## src/rtl/rotor_bank_fwd_pkg.sv

```systemverilog
// Shared definitions for the three-rotor forward pass: letter codes, rotor
// wirings, notch positions and the mod-26 helpers used by every stage.
package rotor_bank_fwd_pkg;

    localparam logic [4:0] LETTER_LIMIT = 5'd26;

    localparam logic [4:0] L_A = 5'd0;
    localparam logic [4:0] L_B = 5'd1;
    localparam logic [4:0] L_C = 5'd2;
    localparam logic [4:0] L_D = 5'd3;
    localparam logic [4:0] L_E = 5'd4;
    localparam logic [4:0] L_F = 5'd5;
    localparam logic [4:0] L_G = 5'd6;
    localparam logic [4:0] L_H = 5'd7;
    localparam logic [4:0] L_I = 5'd8;
    localparam logic [4:0] L_J = 5'd9;
    localparam logic [4:0] L_K = 5'd10;
    localparam logic [4:0] L_L = 5'd11;
    localparam logic [4:0] L_M = 5'd12;
    localparam logic [4:0] L_N = 5'd13;
    localparam logic [4:0] L_O = 5'd14;
    localparam logic [4:0] L_P = 5'd15;
    localparam logic [4:0] L_Q = 5'd16;
    localparam logic [4:0] L_R = 5'd17;
    localparam logic [4:0] L_S = 5'd18;
    localparam logic [4:0] L_T = 5'd19;
    localparam logic [4:0] L_U = 5'd20;
    localparam logic [4:0] L_V = 5'd21;
    localparam logic [4:0] L_W = 5'd22;
    localparam logic [4:0] L_X = 5'd23;
    localparam logic [4:0] L_Y = 5'd24;
    localparam logic [4:0] L_Z = 5'd25;

    typedef enum logic [1:0] {
        ROTOR_I   = 2'd0,
        ROTOR_II  = 2'd1,
        ROTOR_III = 2'd2
    } rotor_id_e;

    typedef struct packed {
        logic [4:0] l;
        logic [4:0] m;
        logic [4:0] r;
    } rotor_pos_t;

    localparam logic [4:0] WIRING_I [0:25] = '{
        L_E, L_K, L_M, L_F, L_L, L_G, L_D, L_Q, L_V, L_Z, L_N, L_T, L_O,
        L_W, L_Y, L_H, L_X, L_U, L_S, L_P, L_A, L_I, L_B, L_R, L_C, L_J};
    localparam logic [4:0] WIRING_II [0:25] = '{
        L_A, L_J, L_D, L_K, L_S, L_I, L_R, L_U, L_X, L_B, L_L, L_H, L_W,
        L_T, L_M, L_C, L_Q, L_G, L_Z, L_N, L_P, L_Y, L_F, L_V, L_O, L_E};
    localparam logic [4:0] WIRING_III [0:25] = '{
        L_B, L_D, L_F, L_H, L_J, L_L, L_C, L_P, L_R, L_T, L_X, L_V, L_Z,
        L_N, L_O, L_Y, L_E, L_Q, L_I, L_U, L_W, L_G, L_S, L_M, L_K, L_A};

    localparam logic [4:0] NOTCH_I   = L_Q;
    localparam logic [4:0] NOTCH_II  = L_E;
    localparam logic [4:0] NOTCH_III = L_V;

    // (a + b) mod 26 for operands already in 0..25
    function automatic logic [4:0] mod26_add(input logic [4:0] a, input logic [4:0] b);
        logic [5:0] sum;
        logic [5:0] res;
        sum = {1'b0, a} + {1'b0, b};
        if (sum >= 6'd26) begin
            res = sum - 6'd26;
        end else begin
            res = sum;
        end
        return res[4:0];
    endfunction

    // (a - b) mod 26 for operands already in 0..25
    function automatic logic [4:0] mod26_sub(input logic [4:0] a, input logic [4:0] b);
        logic [5:0] diff;
        if (a >= b) begin
            diff = {1'b0, a} - {1'b0, b};
        end else begin
            diff = {1'b0, a} + 6'd26 - {1'b0, b};
        end
        return diff[4:0];
    endfunction

    // Fold a raw 5-bit value (0..31) into 0..25
    function automatic logic [4:0] mod26_reduce(input logic [4:0] v);
        logic [4:0] res;
        if (v >= LETTER_LIMIT) begin
            res = v - LETTER_LIMIT;
        end else begin
            res = v;
        end
        return res;
    endfunction

    // Contact lookup; out-of-range indices map to A so no table is over-read
    function automatic logic [4:0] wiring_lookup(input rotor_id_e id, input logic [4:0] idx);
        logic [4:0] w;
        w = L_A;
        if (idx < LETTER_LIMIT) begin
            case (id)
                ROTOR_I:   w = WIRING_I[idx];
                ROTOR_II:  w = WIRING_II[idx];
                ROTOR_III: w = WIRING_III[idx];
                default:   w = L_A;
            endcase
        end else begin
            w = L_A;
        end
        return w;
    endfunction

endpackage

```

## src/rtl/rotor_bank_fwd_if.sv

```systemverilog
// Letter, configuration and result signals between the plaintext source,
// the rotor bank and the reflector stage.
interface rotor_bank_fwd_if;
    logic       cfg_load;
    logic [4:0] cfg_pos_l;
    logic [4:0] cfg_pos_m;
    logic [4:0] cfg_pos_r;
    logic       in_valid;
    logic       in_ready;
    logic [4:0] in_letter;
    logic       out_valid;
    logic       out_ready;
    logic [4:0] out_letter;
    logic [4:0] out_pos_l;
    logic [4:0] out_pos_m;
    logic [4:0] out_pos_r;
    logic       in_err;

    modport master (
        output cfg_load, cfg_pos_l, cfg_pos_m, cfg_pos_r,
        output in_valid, in_letter, out_ready,
        input  in_ready, out_valid, out_letter,
        input  out_pos_l, out_pos_m, out_pos_r, in_err
    );

    modport slave (
        input  cfg_load, cfg_pos_l, cfg_pos_m, cfg_pos_r,
        input  in_valid, in_letter, out_ready,
        output in_ready, out_valid, out_letter,
        output out_pos_l, out_pos_m, out_pos_r, in_err
    );
endinterface

```

## src/rtl/rotor_fwd_map.sv

```systemverilog
// Forward substitution through one rotor at a given position:
// out = (W[(in + p) mod 26] - p) mod 26.
module rotor_fwd_map
    import rotor_bank_fwd_pkg::*;
(
    input  logic [4:0] letter_in,
    input  logic [4:0] position,
    input  rotor_id_e  rotor_id,
    output logic [4:0] letter_out
);

    logic [4:0] contact_s;
    logic [4:0] wired_s;

    // Offset into the wiring, look up, then undo the offset
    always_comb begin
        contact_s  = mod26_add(letter_in, position);
        wired_s    = wiring_lookup(rotor_id, contact_s);
        letter_out = mod26_sub(wired_s, position);
    end

endmodule

```

## src/rtl/rotor_bank_fwd.sv

```systemverilog
// Forward pass through rotors III (right), II (middle), I (left) as a
// 3-stage pipeline with Enigma double-step position logic.
module rotor_bank_fwd
    import rotor_bank_fwd_pkg::*;
(
    input  logic            clk,
    input  logic            reset,
    rotor_bank_fwd_if.slave bus
);

    rotor_pos_t pos_d, pos_q, pos_step_s, pos_cfg_s;
    logic       advance_s, in_ready_s, accept_s, letter_ok_s, step_s;
    logic       pipe_empty_s, load_s;

    logic       s1_valid_d, s1_valid_q, s2_valid_d, s2_valid_q;
    logic       out_valid_d, out_valid_q, in_err_d, in_err_q;
    logic [4:0] s1_letter_d, s1_letter_q, s2_letter_d, s2_letter_q;
    logic [4:0] out_letter_d, out_letter_q;
    rotor_pos_t s1_pos_d, s1_pos_q, s2_pos_d, s2_pos_q, out_pos_d, out_pos_q;
    logic [4:0] right_out_s, mid_out_s, left_out_s;

    rotor_fwd_map u_right (
        .letter_in  (bus.in_letter),
        .position   (pos_step_s.r),
        .rotor_id   (ROTOR_III),
        .letter_out (right_out_s)
    );

    rotor_fwd_map u_mid (
        .letter_in  (s1_letter_q),
        .position   (s1_pos_q.m),
        .rotor_id   (ROTOR_II),
        .letter_out (mid_out_s)
    );

    rotor_fwd_map u_left (
        .letter_in  (s2_letter_q),
        .position   (s2_pos_q.l),
        .rotor_id   (ROTOR_I),
        .letter_out (left_out_s)
    );

    // Handshake: one global advance; a pending load blocks letter acceptance
    always_comb begin
        advance_s    = ~out_valid_q | bus.out_ready;
        in_ready_s   = advance_s & ~bus.cfg_load & ~reset;
        accept_s     = bus.in_valid & in_ready_s;
        letter_ok_s  = (bus.in_letter < LETTER_LIMIT);
        step_s       = accept_s & letter_ok_s;
        pipe_empty_s = ~s1_valid_q & ~s2_valid_q & ~out_valid_q;
        load_s       = bus.cfg_load & pipe_empty_s;
        in_err_d     = accept_s & ~letter_ok_s;
    end

    // Position update: load, or step with double-step decided on pre-step values
    always_comb begin
        pos_step_s.r = mod26_add(pos_q.r, 5'd1);
        if ((pos_q.r == NOTCH_III) || (pos_q.m == NOTCH_II)) begin
            pos_step_s.m = mod26_add(pos_q.m, 5'd1);
        end else begin
            pos_step_s.m = pos_q.m;
        end
        if (pos_q.m == NOTCH_II) begin
            pos_step_s.l = mod26_add(pos_q.l, 5'd1);
        end else begin
            pos_step_s.l = pos_q.l;
        end
        pos_cfg_s.l = mod26_reduce(bus.cfg_pos_l);
        pos_cfg_s.m = mod26_reduce(bus.cfg_pos_m);
        pos_cfg_s.r = mod26_reduce(bus.cfg_pos_r);
        if (load_s) begin
            pos_d = pos_cfg_s;
        end else if (step_s) begin
            pos_d = pos_step_s;
        end else begin
            pos_d = pos_q;
        end
    end

    // Pipeline shift on advance, otherwise every stage holds
    always_comb begin
        s1_valid_d   = s1_valid_q;
        s1_letter_d  = s1_letter_q;
        s1_pos_d     = s1_pos_q;
        s2_valid_d   = s2_valid_q;
        s2_letter_d  = s2_letter_q;
        s2_pos_d     = s2_pos_q;
        out_valid_d  = out_valid_q;
        out_letter_d = out_letter_q;
        out_pos_d    = out_pos_q;
        if (advance_s) begin
            s1_valid_d   = step_s;
            s1_letter_d  = right_out_s;
            s1_pos_d     = pos_step_s;
            s2_valid_d   = s1_valid_q;
            s2_letter_d  = mid_out_s;
            s2_pos_d     = s1_pos_q;
            out_valid_d  = s2_valid_q;
            out_letter_d = left_out_s;
            out_pos_d    = s2_pos_q;
        end else begin
            out_valid_d  = out_valid_q;
        end
    end

    // State registers with synchronous reset
    always_ff @(posedge clk) begin
        if (reset) begin
            pos_q        <= '0;
            s1_valid_q   <= 1'b0;
            s1_letter_q  <= 5'd0;
            s1_pos_q     <= '0;
            s2_valid_q   <= 1'b0;
            s2_letter_q  <= 5'd0;
            s2_pos_q     <= '0;
            out_valid_q  <= 1'b0;
            out_letter_q <= 5'd0;
            out_pos_q    <= '0;
            in_err_q     <= 1'b0;
        end else begin
            pos_q        <= pos_d;
            s1_valid_q   <= s1_valid_d;
            s1_letter_q  <= s1_letter_d;
            s1_pos_q     <= s1_pos_d;
            s2_valid_q   <= s2_valid_d;
            s2_letter_q  <= s2_letter_d;
            s2_pos_q     <= s2_pos_d;
            out_valid_q  <= out_valid_d;
            out_letter_q <= out_letter_d;
            out_pos_q    <= out_pos_d;
            in_err_q     <= in_err_d;
        end
    end

    assign bus.in_ready   = in_ready_s;
    assign bus.out_valid  = out_valid_q;
    assign bus.out_letter = out_letter_q;
    assign bus.out_pos_l  = out_pos_q.l;
    assign bus.out_pos_m  = out_pos_q.m;
    assign bus.out_pos_r  = out_pos_q.r;
    assign bus.in_err     = in_err_q;

endmodule

```

## src/flat_wrapper.sv

```systemverilog
// flat-port wrapper written by rule: the top's interface ports become plain ports
module rotor_bank_fwd_flat import rotor_bank_fwd_pkg::*;
  (clk, reset, bus_cfg_load, bus_cfg_pos_l, bus_cfg_pos_m, bus_cfg_pos_r, bus_in_valid, bus_in_letter, bus_out_ready, bus_in_ready, bus_out_valid, bus_out_letter, bus_out_pos_l, bus_out_pos_m, bus_out_pos_r, bus_in_err);
  rotor_bank_fwd_if bus_i ();
  input  logic clk;
  input  logic reset;
  input wire logic [$bits(bus_i.cfg_load)-1:0] bus_cfg_load;
  input wire logic [$bits(bus_i.cfg_pos_l)-1:0] bus_cfg_pos_l;
  input wire logic [$bits(bus_i.cfg_pos_m)-1:0] bus_cfg_pos_m;
  input wire logic [$bits(bus_i.cfg_pos_r)-1:0] bus_cfg_pos_r;
  input wire logic [$bits(bus_i.in_valid)-1:0] bus_in_valid;
  input wire logic [$bits(bus_i.in_letter)-1:0] bus_in_letter;
  input wire logic [$bits(bus_i.out_ready)-1:0] bus_out_ready;
  output wire logic [$bits(bus_i.in_ready)-1:0] bus_in_ready;
  output wire logic [$bits(bus_i.out_valid)-1:0] bus_out_valid;
  output wire logic [$bits(bus_i.out_letter)-1:0] bus_out_letter;
  output wire logic [$bits(bus_i.out_pos_l)-1:0] bus_out_pos_l;
  output wire logic [$bits(bus_i.out_pos_m)-1:0] bus_out_pos_m;
  output wire logic [$bits(bus_i.out_pos_r)-1:0] bus_out_pos_r;
  output wire logic [$bits(bus_i.in_err)-1:0] bus_in_err;
  assign bus_i.cfg_load = bus_cfg_load;
  assign bus_i.cfg_pos_l = bus_cfg_pos_l;
  assign bus_i.cfg_pos_m = bus_cfg_pos_m;
  assign bus_i.cfg_pos_r = bus_cfg_pos_r;
  assign bus_i.in_valid = bus_in_valid;
  assign bus_i.in_letter = bus_in_letter;
  assign bus_i.out_ready = bus_out_ready;
  assign bus_in_ready = bus_i.in_ready;
  assign bus_out_valid = bus_i.out_valid;
  assign bus_out_letter = bus_i.out_letter;
  assign bus_out_pos_l = bus_i.out_pos_l;
  assign bus_out_pos_m = bus_i.out_pos_m;
  assign bus_out_pos_r = bus_i.out_pos_r;
  assign bus_in_err = bus_i.in_err;
  rotor_bank_fwd u_core (.clk(clk), .reset(reset), .bus(bus_i));
endmodule
```

## config.mk

```make
export PLATFORM = sky130hd
export DESIGN_NAME = rotor_bank_fwd_flat
export DESIGN_NICKNAME = d
export VERILOG_FILES = /design/src/rtl/rotor_bank_fwd_pkg.sv /design/src/rtl/rotor_bank_fwd_if.sv /design/src/rtl/rotor_fwd_map.sv /design/src/rtl/rotor_bank_fwd.sv /design/src/flat_wrapper.sv
export SDC_FILE = /design/constraint.sdc
export NUM_CORES = 1
export LEC_CHECK = 0
export CORE_AREA = 3 3 152 154
export CTS_CLUSTER_DIAMETER = 40
export DETAILED_ROUTE_END_ITERATION = 8
export DIE_AREA = 0 0 155 157
export SKIP_CTS_REPAIR_TIMING = 1
export SYNTH_ARGS = -nofsm -noshare
export SYNTH_HDL_FRONTEND = slang
export SYNTH_SLANG_ARGS = --single-unit
```

## constraint.sdc

```tcl
create_clock -name clk -period 7 [get_ports clk]
set_input_delay 1.4 -clock clk [delete_from_list [all_inputs] [get_ports clk]]
set_output_delay 1.4 -clock clk [all_outputs]
set_load 0.01 [all_outputs]
```

==> impl_metrics.tcl <==
set metrics [dict create \
    yosysTopAreaCellShare_pct 22.7 \
    fmax_mhz 159 \
    diodes 0 \
    track_usage_pct 13.4 \
    startpoint_type "flip-flop" \
    yosys-top-cells-area "dfxtp_1, ha_1, nand2_1" \
    synth_ff_type "dfxtp_1" \
    syn_area_per_cell_sq_um 7.92 \
    wire_per_inst_microns 13.6 \
    relSlewSlack_pct 39.4 \
    globalRouteOverflowTotal 0 \
    drt_iter0_drc 349 \
    worst_slew_pin_slew_ns 0.883 \
    area_growth_pct 15.4 \
    status "finished clean" \
    place_inst 1178 \
    portBuffers 47 \
    worst_slack_ns 0.695 \
    synth_edf_count 0 \
    ant_nets 0 \
    drcViolationCount 0 \
    core_sq_mm 0.0218 \
    ios 48 \
    clkTransAtPathRegs_ns 0.07 \
    critPathMostFrequentCell "ha_1" \
    h-tree-depth 3 \
    whs_path_depth 2 \
    ys_seq_area_share_pct 22.7 \
    finalSetupViolations 0 \
    fin_area_sq_mm 0.00806 \
    rsz0062_at_grt "false" \
    viasPerCell 5.11 \
    met2_usage_pct 22.5 \
    ys_ff_latch 79 \
    rows 54 \
    antenna_found_initial 0 \
    nNetsFinal 1026 \
    drv_cap 0 \
    first_global_vias 5799 \
    syn_area_sq_mm 0.00698 \
    synthCells 882 \
    fin_cells 1194 \
    cp_slowest_cell "dfxtp_1" \
    placed_area_sq_mm 0.00771 \
    dieArea_sq_mm 0.0243 \
    cts_max_path_buffers 2 \
    numCtsBuffers 9 \
    final_hold_viol_count 0 \
    drtPass1Iterations 4 \
    crit_path_end_kind "flip-flop" \
    clkLatencyLatePin_ns 0.34 \
    critPathArrivalTime_ns 6.56 \
    die_h_microns 157 \
    critical_path_class "reg -> reg" \
    crit_fanout 7 \
    gr-usage-met1_pct 18.0 \
    via_count 6101 \
    grt_pass1_wl_mm 27.5 \
    dpl.hpwl_mm 12.0 \
    busiest_layer "met2" \
    die_width_microns 155 \
    initial_core_util_pct 32.0 \
    hold_class "reg -> reg" \
    ys.warnings.count 0 \
    n_fill_cell 2232 \
    layout-drive-gt1-share_pct 6.67 \
    syn_nets 999 \
    place_ws_ns 0.396 \
    worstRegToRegCells 28 \
    period_needed_ns 6.31 \
    grt_max_degree 79 \
    synth.distinct_cells 88 \
    finalSetupTns_ns 0 \
    cts_tree "done" \
    place.gp.congestion 0.870 \
    fin_crit_sh_pct 90.1 \
    p_per_area_mw_per_mm2 428 \
    synth_top_cell_by_area "dfxtp_1" \
    fin_skew_ns 0.0109 \
    gr-usage-met3_pct 2.67 \
    finalMaxSlewViolations 0 \
    ys_async_sr_fraction_pct 0 \
    clockRootBuffer "clkbuf_16" \
    wl_mm 16.2 \
    ir_drop_mv 0.210 \
    cpPeakStageDelay_ns 0.39 \
    required_ns 7.25 \
    leakagePower_nw 3.22 \
    cts.sinks 79 \
    postLayoutCoreUtil_pct 36.9 \
]
## worst paths after layout
check                                              from                       to  slack (ns)
worst min-delay path            u_core.bus.out_pos_l[2]  u_core.bus.out_pos_l[2]        0.45
worst min register to register  u_core.bus.out_pos_l[2]  u_core.bus.out_pos_l[2]        0.45
worst max-delay path                    u_core.pos_q[1]    u_core.s1_letter_q[4]        0.69
worst max register to register          u_core.pos_q[1]    u_core.s1_letter_q[4]        0.69
## placed cells by master (no fill, tap or decap), drive strengths merged, types with 6 or more instances in the layout
| master | instances |
|---|---|
| a211oi | 26 |
| a21o | 10 |
| a21oi | 76 |
| a221oi | 8 |
| a31oi | 9 |
| a32oi | 6 |
| and2 | 7 |
| and3 | 6 |
| buf | 9 |
| clkbuf | 10 |
| clkdlybuf4s50 | 46 |
| dfxtp | 79 |
| fa | 12 |
| ha | 80 |
| inv | 72 |
| mux2 | 10 |
| mux2i | 15 |
| nand2 | 127 |
| nand2b | 9 |
| nand3 | 17 |
| nor2 | 67 |
| nor2b | 9 |
| nor3 | 14 |
| o211ai | 12 |
| o21a | 7 |
| o21ai | 37 |
| o22ai | 8 |
| xnor2 | 35 |
| xor2 | 12 |
## cells in the mapped netlist (all sizes together) (5+ instances only)
cell and n:
a211oi 26, a21o 10, a21oi 76, a221oi 8, a22oi 5, a31oi 9, a32oi 6, and2 7
and3 6, buf 7, clkbuf 32, dfxtp 79, fa 12, ha 80, inv 71, mux2 10
mux2i 15, nand2 127, nand2b 9, nand3 17, nand4 5, nor2 67, nor2b 9, nor3 14
o211ai 12, o21a 7, o21ai 37, o22ai 8, or3 5, xnor2 35, xor2 12
## metal layers
metal	up-vias	wire length (microns)
met1	2840	8040
li1	3172	-
met2	77	7510
met3	12	484
met4	0	182
met5	-	0
## where the power goes
part	switching [W]	leakage, nW	internal [W]
sequential	0.0000426	0.647	0.000512
combinational	0.00129	2.42	0.00109
clock	0.000195	0.149	0.000314
## metrics by stage
| step | power, W | hold WS [ns] |
|---|---|---|
| CTS | 0.00347 | 0.453 |
| global route | 0.00383 | 0.466 |
| detailed placement | 0.00294 | 0.444 |
| global placement | 0.00291 | 0.439 |
| finish | 0.00345 | 0.449 |
| floorplan | 0.00250 | 0.432 |
## state kept, by name, indices dropped and copies added, names as in the netlist
| name | flops |
|---|---|
| u_core.bus.in_err | 1 |
| u_core.s2_pos_q | 15 |
| u_core.s1_pos_q | 15 |
| u_core.bus.out_pos_l | 5 |
| u_core.s2_letter_q | 5 |
| u_core.bus.out_pos_m | 5 |
| u_core.s2_valid_q | 1 |
| u_core.bus.out_letter | 5 |
| u_core.s1_valid_q | 1 |
| u_core.s1_letter_q | 5 |
| u_core.pos_q | 15 |
| u_core.bus.out_valid | 1 |
| u_core.bus.out_pos_r | 5 |
## critical path, delay by kind of cell (launching register included)
| family | cells | cell delay [ns] |
|---|---|---|
| compound gates | 7 | 1.37 |
| xor+xnor | 3 | 0.72 |
| fa+ha+maj | 4 | 1.15 |
| buf+inv | 2 | 0.14 |
| flops | 1 | 0.39 |
| mux | 2 | 0.46 |
| simple gates | 10 | 1.97 |
## cell type report
cell class	count	area (sq um)	share of cell area, %
clock inverter	6	92.6	1.15
timing repair buffer	55	526	6.52
multi-input combinational	693	5010	62.2
inverter	71	267	3.31
tap	280	350	4.35
sequential	79	1580	19.6
clock buffer	10	229	2.84
## cells by family after synthesis
group                    count (synthesis)  synth area share (%)
XOR/XNOR                                47                  6.22
multiplexers                            25                  4.00
adder cells (fa/ha/maj)                 92                  17.8
flip-flops                              79                  22.7
buffers and inverters                  110                  6.22
AO/OA/AOI/OAI                          245                  24.6
AND/OR/NAND/NOR                        284                  18.6
No activity file was read; power rests on OpenSTA's default activity.
